**config.mk**
```make
export PLATFORM = sky130hd
export DESIGN_NAME = snake_motion_ctrl
export DESIGN_NICKNAME = d
export VERILOG_FILES = /design/src/rtl/snake_pkg.sv /design/src/rtl/snake_key_decode.sv /design/src/rtl/snake_motion_ctrl.sv
export SDC_FILE = /design/constraint.sdc
export NUM_CORES = 1
export LEC_CHECK = 0
export CAP_MARGIN = 20
export CORE_MARGIN = 10
export CORE_UTILIZATION = 53
export DETAILED_ROUTE_END_ITERATION = 12
export GPL_TIMING_DRIVEN = 0
export PLACE_DENSITY = 0.89
export SYNTH_ARGS = -nofsm -noshare
export SYNTH_HDL_FRONTEND = slang
export SYNTH_HIERARCHICAL = 1
export SYNTH_SLANG_ARGS = --single-unit
```
**constraint.sdc**
```tcl
create_clock -name frame_clk -period 9.4 [get_ports frame_clk]
set_input_delay 1.88 -clock frame_clk [delete_from_list [all_inputs] [get_ports frame_clk]]
set_output_delay 1.88 -clock frame_clk [all_outputs]
set_load 0.02 [all_outputs]
```
**src/rtl/snake_pkg.sv**
```systemverilog
// rtl/snake_pkg.sv - shared direction type, default HID key codes and direction helpers.
package snake_pkg;

  typedef enum logic [2:0] {
    IDLE  = 3'd0,
    UP    = 3'd1,
    DOWN  = 3'd2,
    LEFT  = 3'd3,
    RIGHT = 3'd4
  } dir_t;

  localparam logic [7:0] HID_KEY_UP    = 8'h52;
  localparam logic [7:0] HID_KEY_DOWN  = 8'h51;
  localparam logic [7:0] HID_KEY_LEFT  = 8'h50;
  localparam logic [7:0] HID_KEY_RIGHT = 8'h4f;

  function automatic logic is_reverse(input dir_t cur, input dir_t req);
    return (cur == UP    && req == DOWN)  ||
           (cur == DOWN  && req == UP)    ||
           (cur == LEFT  && req == RIGHT) ||
           (cur == RIGHT && req == LEFT);
  endfunction

  // IDLE has no opposite and maps to itself.
  function automatic dir_t reverse_dir(input dir_t d);
    case (d)
      UP:      return DOWN;
      DOWN:    return UP;
      LEFT:    return RIGHT;
      RIGHT:   return LEFT;
      default: return IDLE;
    endcase
  endfunction

endpackage

```
**src/rtl/snake_key_decode.sv**
```systemverilog
// rtl/snake_key_decode.sv - priority decoder from keycode slots to a direction request.
module snake_key_decode
  import snake_pkg::*;
#(
  parameter int         NUM_KEYS  = 2,
  parameter logic [7:0] KEY_UP    = HID_KEY_UP,
  parameter logic [7:0] KEY_DOWN  = HID_KEY_DOWN,
  parameter logic [7:0] KEY_LEFT  = HID_KEY_LEFT,
  parameter logic [7:0] KEY_RIGHT = HID_KEY_RIGHT
) (
  input  logic [8*NUM_KEYS-1:0] keycode,
  output logic                  key_valid,
  output dir_t                  key_dir
);

  // Scan from the highest slot down so the lowest-index direction key ends up winning.
  always_comb begin
    key_valid = 1'b0;
    key_dir   = IDLE;
    for (int i = NUM_KEYS - 1; i >= 0; i--) begin
      if (keycode[8*i +: 8] == KEY_UP) begin
        key_valid = 1'b1;
        key_dir   = UP;
      end else if (keycode[8*i +: 8] == KEY_DOWN) begin
        key_valid = 1'b1;
        key_dir   = DOWN;
      end else if (keycode[8*i +: 8] == KEY_LEFT) begin
        key_valid = 1'b1;
        key_dir   = LEFT;
      end else if (keycode[8*i +: 8] == KEY_RIGHT) begin
        key_valid = 1'b1;
        key_dir   = RIGHT;
      end
    end
  end

endmodule

```
**src/rtl/snake_motion_ctrl.sv**
```systemverilog
// rtl/snake_motion_ctrl.sv - snake head direction FSM, move divider, edge and obstacle handling.
// Define SNAKE_WRAP_EN to wrap at screen edges instead of bouncing.
module snake_motion_ctrl
  import snake_pkg::*;
#(
  parameter int         NUM_KEYS  = 2,
  parameter int         STEP      = 1,
  parameter int         SIZE      = 12,
  parameter int         X_START   = 420,
  parameter int         Y_START   = 240,
  parameter int         X_MAX     = 639,
  parameter int         Y_MAX     = 479,
  parameter int         SPEED_DIV = 1,
  parameter logic [7:0] KEY_UP    = HID_KEY_UP,
  parameter logic [7:0] KEY_DOWN  = HID_KEY_DOWN,
  parameter logic [7:0] KEY_LEFT  = HID_KEY_LEFT,
  parameter logic [7:0] KEY_RIGHT = HID_KEY_RIGHT
) (
  input  logic                  frame_clk,
  input  logic                  Reset,
  input  logic [8*NUM_KEYS-1:0] keycode,
  input  logic                  obstacle_hit,
  output logic [9:0]            BallX,
  output logic [9:0]            BallY,
  output logic [9:0]            BallS,
  output logic [2:0]            dir,
  output logic                  moved,
  output logic                  wall_hit
);

  localparam int CNT_W = (SPEED_DIV > 1) ? $clog2(SPEED_DIV) : 1;
  localparam logic [CNT_W-1:0]   CNT_LAST = CNT_W'(SPEED_DIV - 1);
  localparam logic signed [10:0] STEP_S   = 11'(STEP);
  localparam logic signed [10:0] X_LO     = 11'(SIZE);
  localparam logic signed [10:0] X_HI     = 11'(X_MAX - SIZE);
  localparam logic signed [10:0] Y_LO     = 11'(SIZE);
  localparam logic signed [10:0] Y_HI     = 11'(Y_MAX - SIZE);

  logic signed [10:0] x_q, x_d, y_q, y_d;
  logic [CNT_W-1:0]   cnt_q, cnt_d;
  dir_t               dir_q, dir_d;
  logic               moved_q, moved_d;
  logic               wall_q, wall_d;

  logic               key_valid;
  dir_t               key_dir;
  dir_t               next_dir;
  dir_t               mv_dir;
  logic               tick;
  logic               at_edge;
  logic signed [10:0] x_cand, y_cand;

  function automatic logic signed [10:0] clamp(input logic signed [10:0] v,
                                               input logic signed [10:0] lo,
                                               input logic signed [10:0] hi);
    if (v < lo) return lo;
    if (v > hi) return hi;
    return v;
  endfunction

  snake_key_decode #(
    .NUM_KEYS  (NUM_KEYS),
    .KEY_UP    (KEY_UP),
    .KEY_DOWN  (KEY_DOWN),
    .KEY_LEFT  (KEY_LEFT),
    .KEY_RIGHT (KEY_RIGHT)
  ) u_key_decode (
    .keycode   (keycode),
    .key_valid (key_valid),
    .key_dir   (key_dir)
  );

  always_comb begin
    x_d      = x_q;
    y_d      = y_q;
    dir_d    = dir_q;
    cnt_d    = cnt_q;
    moved_d  = 1'b0;
    wall_d   = 1'b0;
    at_edge  = 1'b0;
    tick     = (cnt_q == CNT_LAST);
    next_dir = (key_valid && !is_reverse(dir_q, key_dir)) ? key_dir : dir_q;
    // Obstacle contact pushes the head back against its current heading.
    mv_dir   = obstacle_hit ? reverse_dir(dir_q) : next_dir;

    x_cand = x_q;
    y_cand = y_q;
    case (mv_dir)
      UP:      y_cand = y_q - STEP_S;
      DOWN:    y_cand = y_q + STEP_S;
      LEFT:    x_cand = x_q - STEP_S;
      RIGHT:   x_cand = x_q + STEP_S;
      default: ;
    endcase

    if (obstacle_hit) begin
      cnt_d = '0;
      if (dir_q != IDLE) begin
        moved_d = 1'b1;
        x_d     = clamp(x_cand, X_LO, X_HI);
        y_d     = clamp(y_cand, Y_LO, Y_HI);
      end
    end else begin
      cnt_d = tick ? '0 : cnt_q + 1'b1;
      dir_d = next_dir;
      if (tick && next_dir != IDLE) begin
        moved_d = 1'b1;
        at_edge = (x_cand < X_LO) || (x_cand > X_HI) || (y_cand < Y_LO) || (y_cand > Y_HI);
        wall_d  = at_edge;
`ifdef SNAKE_WRAP_EN
        x_d = (x_cand > X_HI) ? X_LO : (x_cand < X_LO) ? X_HI : x_cand;
        y_d = (y_cand > Y_HI) ? Y_LO : (y_cand < Y_LO) ? Y_HI : y_cand;
`else
        x_d = clamp(x_cand, X_LO, X_HI);
        y_d = clamp(y_cand, Y_LO, Y_HI);
        if (at_edge) begin
          dir_d = reverse_dir(next_dir);
        end
`endif
      end
    end
  end

  always_ff @(posedge frame_clk) begin
    if (Reset) begin
      x_q     <= 11'(X_START);
      y_q     <= 11'(Y_START);
      dir_q   <= IDLE;
      cnt_q   <= '0;
      moved_q <= 1'b0;
      wall_q  <= 1'b0;
    end else begin
      x_q     <= x_d;
      y_q     <= y_d;
      dir_q   <= dir_d;
      cnt_q   <= cnt_d;
      moved_q <= moved_d;
      wall_q  <= wall_d;
    end
  end

  assign BallX    = x_q[9:0];
  assign BallY    = y_q[9:0];
  assign BallS    = 10'(SIZE);
  assign dir      = dir_q;
  assign moved    = moved_q;
  assign wall_hit = wall_q;

endmodule

```
==> flow_results.org <==
** Cells and area
- Final nets :: 508
- Post-route standard cell area excluding fillers :: 3870 sq um
- Finished Layout Cells :: 542
- The area growth from synthesis to layout is 19.1%.
- Final-layout fill cell count :: 527
- Share of post-route cells with drive strength above 1 :: 15.2%
- Antenna diode instance count :: 0

** Worst hold path
- Origin of the worst min-delay path :: x_q[10]$_SDFFE_PP0P_
- The worst hold path belongs to the class register to register.

** Pwr
- PD cells :: 194 nW/um^2
- The analysis attributes to cell leakage a power of 0.00160 uW.
- The worst-case IR drop observed on VDD is 0.000135 V.

** Global route
- The first global-routing pass estimated 14.7 mm of wire.
- Entering global routing, the biggest net connects 17 pins.
- Number of global-route vias before repair :: 3,304
- Number of antenna violations at the first check in global routing :: 0
- Global routing finished with a remaining overflow of 0.
- In the global route stage, overall resource usage came out at 17.0%.

** CTS
- The later pin in the worst-skew pair is clocked with a latency of 0.28 ns.
- The clock passes through at most 2 buffers.
- Clock Sinks :: 28
- The cell sitting at the root of the clock tree is a sky130_fd_sc_hd__clkbuf_8.
- Post-cts gate resize count :: 0
- Clock-pin slew on the worst setup and hold paths :: 0.10 ns
- # H-tree levels :: 1
- Setup fix buffers added after clock tree synthesis :: 0
- Buffers inserted to repair hold after CTS numbered 0.
- Buffers inserted during clock tree synthesis total 3.
- CTS tree :: yes

** Placed design
- Cell area after placement :: 3800 sq um
- Detailed placer's ending HPWL :: 6.58 mm
- Final estimated routing congestion in global placement :: 0.897
- Timing analysis after detailed placement gives a worst setup slack of 1.38 ns.
- Input and output buffers added on the ports amount to 42.
- Number of placed cells counting well taps :: 538

** Status
- The flow ran to the end, and the final reports show no timing, DRC or antenna violations.

** Route
- For this run, design rule violations remaining after detail routing come to 0.
- For this block, the via count after detailed routing is 3,327.
- The detail route stage leaves a number of antenna-violating nets equal to 0.
- For this block, the initial DRC count from the detailed router was 168.
- Via-per-instance ratio :: 6.14
- First-pass iteration count of the detailed router :: 5
- Post-detailed-route wirelength per cell :: 15.5 microns
- Routed wire length :: 8.41 mm

** STA
- Once routing completed, OpenROAD measured the worst setup slack at 1.54 ns.
- Final Skew :: 0.00541 ns
- Measured against its own limit, the worst slew margin works out to 45.8%.
- Transition time of the tightest slew-check pin :: 0.812 ns
- The number of hold violations in the final report came to 0.
- Post-route worst hold slack :: 0.510 ns
- Slew Viols, Final :: 0
- Final setup violation count :: 0
- FMAX :: 127 MHz
- In the final timing run, aggregate negative setup slack is 0 ns.
- The smallest clock period supported by the final layout is computed as 7.86 ns.
- Crit share post-route :: 83.6%
- RSZ-0062 raised after global routing :: no

** Synth
- In this run the biggest area consumer among cell types represents 17.3% of the synthesized area.
- Summed over all instances, the cell type with the most area after synthesis is sky130_fd_sc_hd__dfxtp_1.
- For this run, the register share of the synthesized area comes to 17.3%.
- In the post-synthesis netlist, the biggest area contributors are sky130_fd_sc_hd__dfxtp_1 (17%), sky130_fd_sc_hd__ha_1 (7.3%), sky130_fd_sc_hd__buf_4 (7.2%), sky130_fd_sc_hd__a21oi_1 (3.9%), sky130_fd_sc_hd__nand2_1 (3.7%).
- Yosys mapped the design onto 81 distinct sky130hd cell types.
- EDFF count, synth :: 0
- The synthesized design contains 28 register bits.
- Post-synthesis cell count :: 412
- For this run, the number of Yosys warnings is 6.
- Synthesized cell area :: 3250 sq um
- Asr flop ratio synth :: 0%
- Mean instance size in the synthesized netlist :: 7.89 sq um
- Among all flip-flop cells after synthesis, the most frequent one is sky130_fd_sc_hd__dfxtp_1.

** Floorplanning
- In this run the horizontal extent of the chip is 98.3 microns.
- Core Footprint :: 5920 sq um
- Cell row count :: 28
- The floorplan step defined a die boundary enclosing 9660 sq um.
- In this run the count of I/O pins placed on the die edge is 54.
- Once the floorplan was initialized, standard cells occupied 54.9% of the core.
- The floorplan step set the die height to 98.3 microns.

** Worst setup path
- Crit path launch :: keycode[4]
- For the worst setup path, the data required time is 9.59 ns.
- Reg2Reg Launch Point :: dir[1]$_SDFFE_PP0N_
- Critical path start-end classification :: primary input to register
- STA classifies the critical path endpoint as a register.
- Crit-path max FO :: 13
- STA classifies the critical path startpoint as a primary input.
- Signal arrival time at the worst endpoint :: 8.05 ns

** Flow run
- Max-cap violations in this run came to 0.
==> where the power goes <==
part	internal, uW	switching [uW]
clock network	57.1	39.6
logic	220	273
registers	136	23.0
==> metrics by stage <==
stage          utilization, %  power (uW)
2_1_floorplan               -         528
3_3_place_gp             64.1         630
3_5_place_dp             64.1         645
4_1_cts                  65.3         744
5_1_grt                  65.3         808
6_report                 65.3         749
==> logic make-up (layout without fill, tap and decap cells) <==
family                   after synthesis  count (layout)  share of synthesized area, %
AO/OA/AOI/OAI                        144             144                          33.4
flip-flops                            28              28                          17.3
multiplexers                           2               2                         0.655
adder cells (fa/ha/maj)               21              21                          8.55
XOR/XNOR                              15              15                          4.04
AND/OR/NAND/NOR                      138             138                          24.0
buffers and inverters                 62             108                          11.8
other                                  2              11                         0.231
==> flip-flops by register name, indices dropped and copies added, names as in the netlist <==
| signal | count |
|---|---|
| cnt_q | 1 |
| dir | 3 |
| moved | 1 |
| wall_hit | 1 |
| x_q | 11 |
| y_q | 11 |
==> cell usage in the layout (no fill, tap or decap), types with 6 or more instances in the layout <==
| master | synthesis | routed |
|---|---|---|
| sky130_fd_sc_hd__clkdlybuf4s50_1 | 0 | 42 |
| sky130_fd_sc_hd__nor2_1 | 32 | 32 |
| sky130_fd_sc_hd__nand2_1 | 32 | 32 |
| sky130_fd_sc_hd__buf_4 | 31 | 31 |
| sky130_fd_sc_hd__dfxtp_1 | 28 | 28 |
| sky130_fd_sc_hd__a21oi_1 | 25 | 25 |
| sky130_fd_sc_hd__inv_1 | 20 | 20 |
| sky130_fd_sc_hd__ha_1 | 19 | 19 |
| sky130_fd_sc_hd__o21ai_0 | 17 | 17 |
| sky130_fd_sc_hd__conb_1 | 2 | 11 |
| sky130_fd_sc_hd__nor3_1 | 10 | 10 |
| sky130_fd_sc_hd__nor3b_1 | 9 | 9 |
| sky130_fd_sc_hd__nand3_1 | 9 | 9 |
| sky130_fd_sc_hd__o21a_1 | 9 | 9 |
| sky130_fd_sc_hd__a31oi_1 | 9 | 9 |
| sky130_fd_sc_hd__a21o_1 | 9 | 9 |
| sky130_fd_sc_hd__xnor2_1 | 9 | 9 |
| sky130_fd_sc_hd__xor2_1 | 6 | 6 |
| sky130_fd_sc_hd__a211oi_1 | 6 | 6 |
| sky130_fd_sc_hd__nor4_1 | 6 | 6 |
==> final cells by class <==
class	instances	area, sq um	share of cell area, %
buffer	42	309	7.99
clock buffer	3	41.3	1.07
clock inverter	1	30.0	0.776
inverter	20	75.1	1.94
multi-input combinational	331	2340	60.4
sequential	28	561	14.5
tap	75	93.8	2.43
timing repair buffer	42	420	10.9
==> worst paths after layout <==
check	end	slack (ns)	depth (start not counted)
max	dir[1]$_SDFFE_PP0N_	1.54	20
min	x_q[10]$_SDFFE_PP0P_	0.51	1
max reg2reg	dir[1]$_SDFFE_PP0N_	4.05	17
min reg2reg	x_q[10]$_SDFFE_PP0P_	0.51	1
==> worst max-delay path, stage by stage <==
cell and delay (ns):
sky130_fd_sc_hd__clkdlybuf4s50_1 0.47, sky130_fd_sc_hd__and4b_1 0.22, sky130_fd_sc_hd__and3_1 0.20, sky130_fd_sc_hd__o41ai_2 0.58, sky130_fd_sc_hd__and3b_4 0.31, sky130_fd_sc_hd__o21ai_2 0.08
sky130_fd_sc_hd__a41oi_2 0.28, sky130_fd_sc_hd__o21a_1 0.29, sky130_fd_sc_hd__nand2_1 0.39, sky130_fd_sc_hd__ha_1 0.52, sky130_fd_sc_hd__nor2b_1 0.18, sky130_fd_sc_hd__o31a_1 0.30
sky130_fd_sc_hd__o22a_2 0.24, sky130_fd_sc_hd__a31oi_1 0.26, sky130_fd_sc_hd__nor3b_1 0.13, sky130_fd_sc_hd__o21ai_1 0.44, sky130_fd_sc_hd__a221oi_2 0.21, sky130_fd_sc_hd__and4bb_4 0.29
sky130_fd_sc_hd__or4_1 0.46, sky130_fd_sc_hd__a311oi_1 0.29
==> cells in the mapped netlist (9+ instances only) <==
library cell and number:
sky130_fd_sc_hd__a21o_1 9, sky130_fd_sc_hd__a21oi_1 25, sky130_fd_sc_hd__a31oi_1 9, sky130_fd_sc_hd__buf_4 31, sky130_fd_sc_hd__dfxtp_1 28, sky130_fd_sc_hd__ha_1 19
sky130_fd_sc_hd__inv_1 20, sky130_fd_sc_hd__nand2_1 32, sky130_fd_sc_hd__nand3_1 9, sky130_fd_sc_hd__nor2_1 32, sky130_fd_sc_hd__nor3_1 10, sky130_fd_sc_hd__nor3b_1 9
sky130_fd_sc_hd__o21a_1 9, sky130_fd_sc_hd__o21ai_0 17, sky130_fd_sc_hd__xnor2_1 9
==> routing by layer <==
layer,GRT usage [%],vias to the layer above,wire length (microns)
li1,-,1625,-
met1,18.4,1549,3400
met2,31.4,141,4330
met3,3.24,12,546
met4,6.50,0,129
met5,0,-,0
Note: power is estimated with default switching activity, not from simulation.
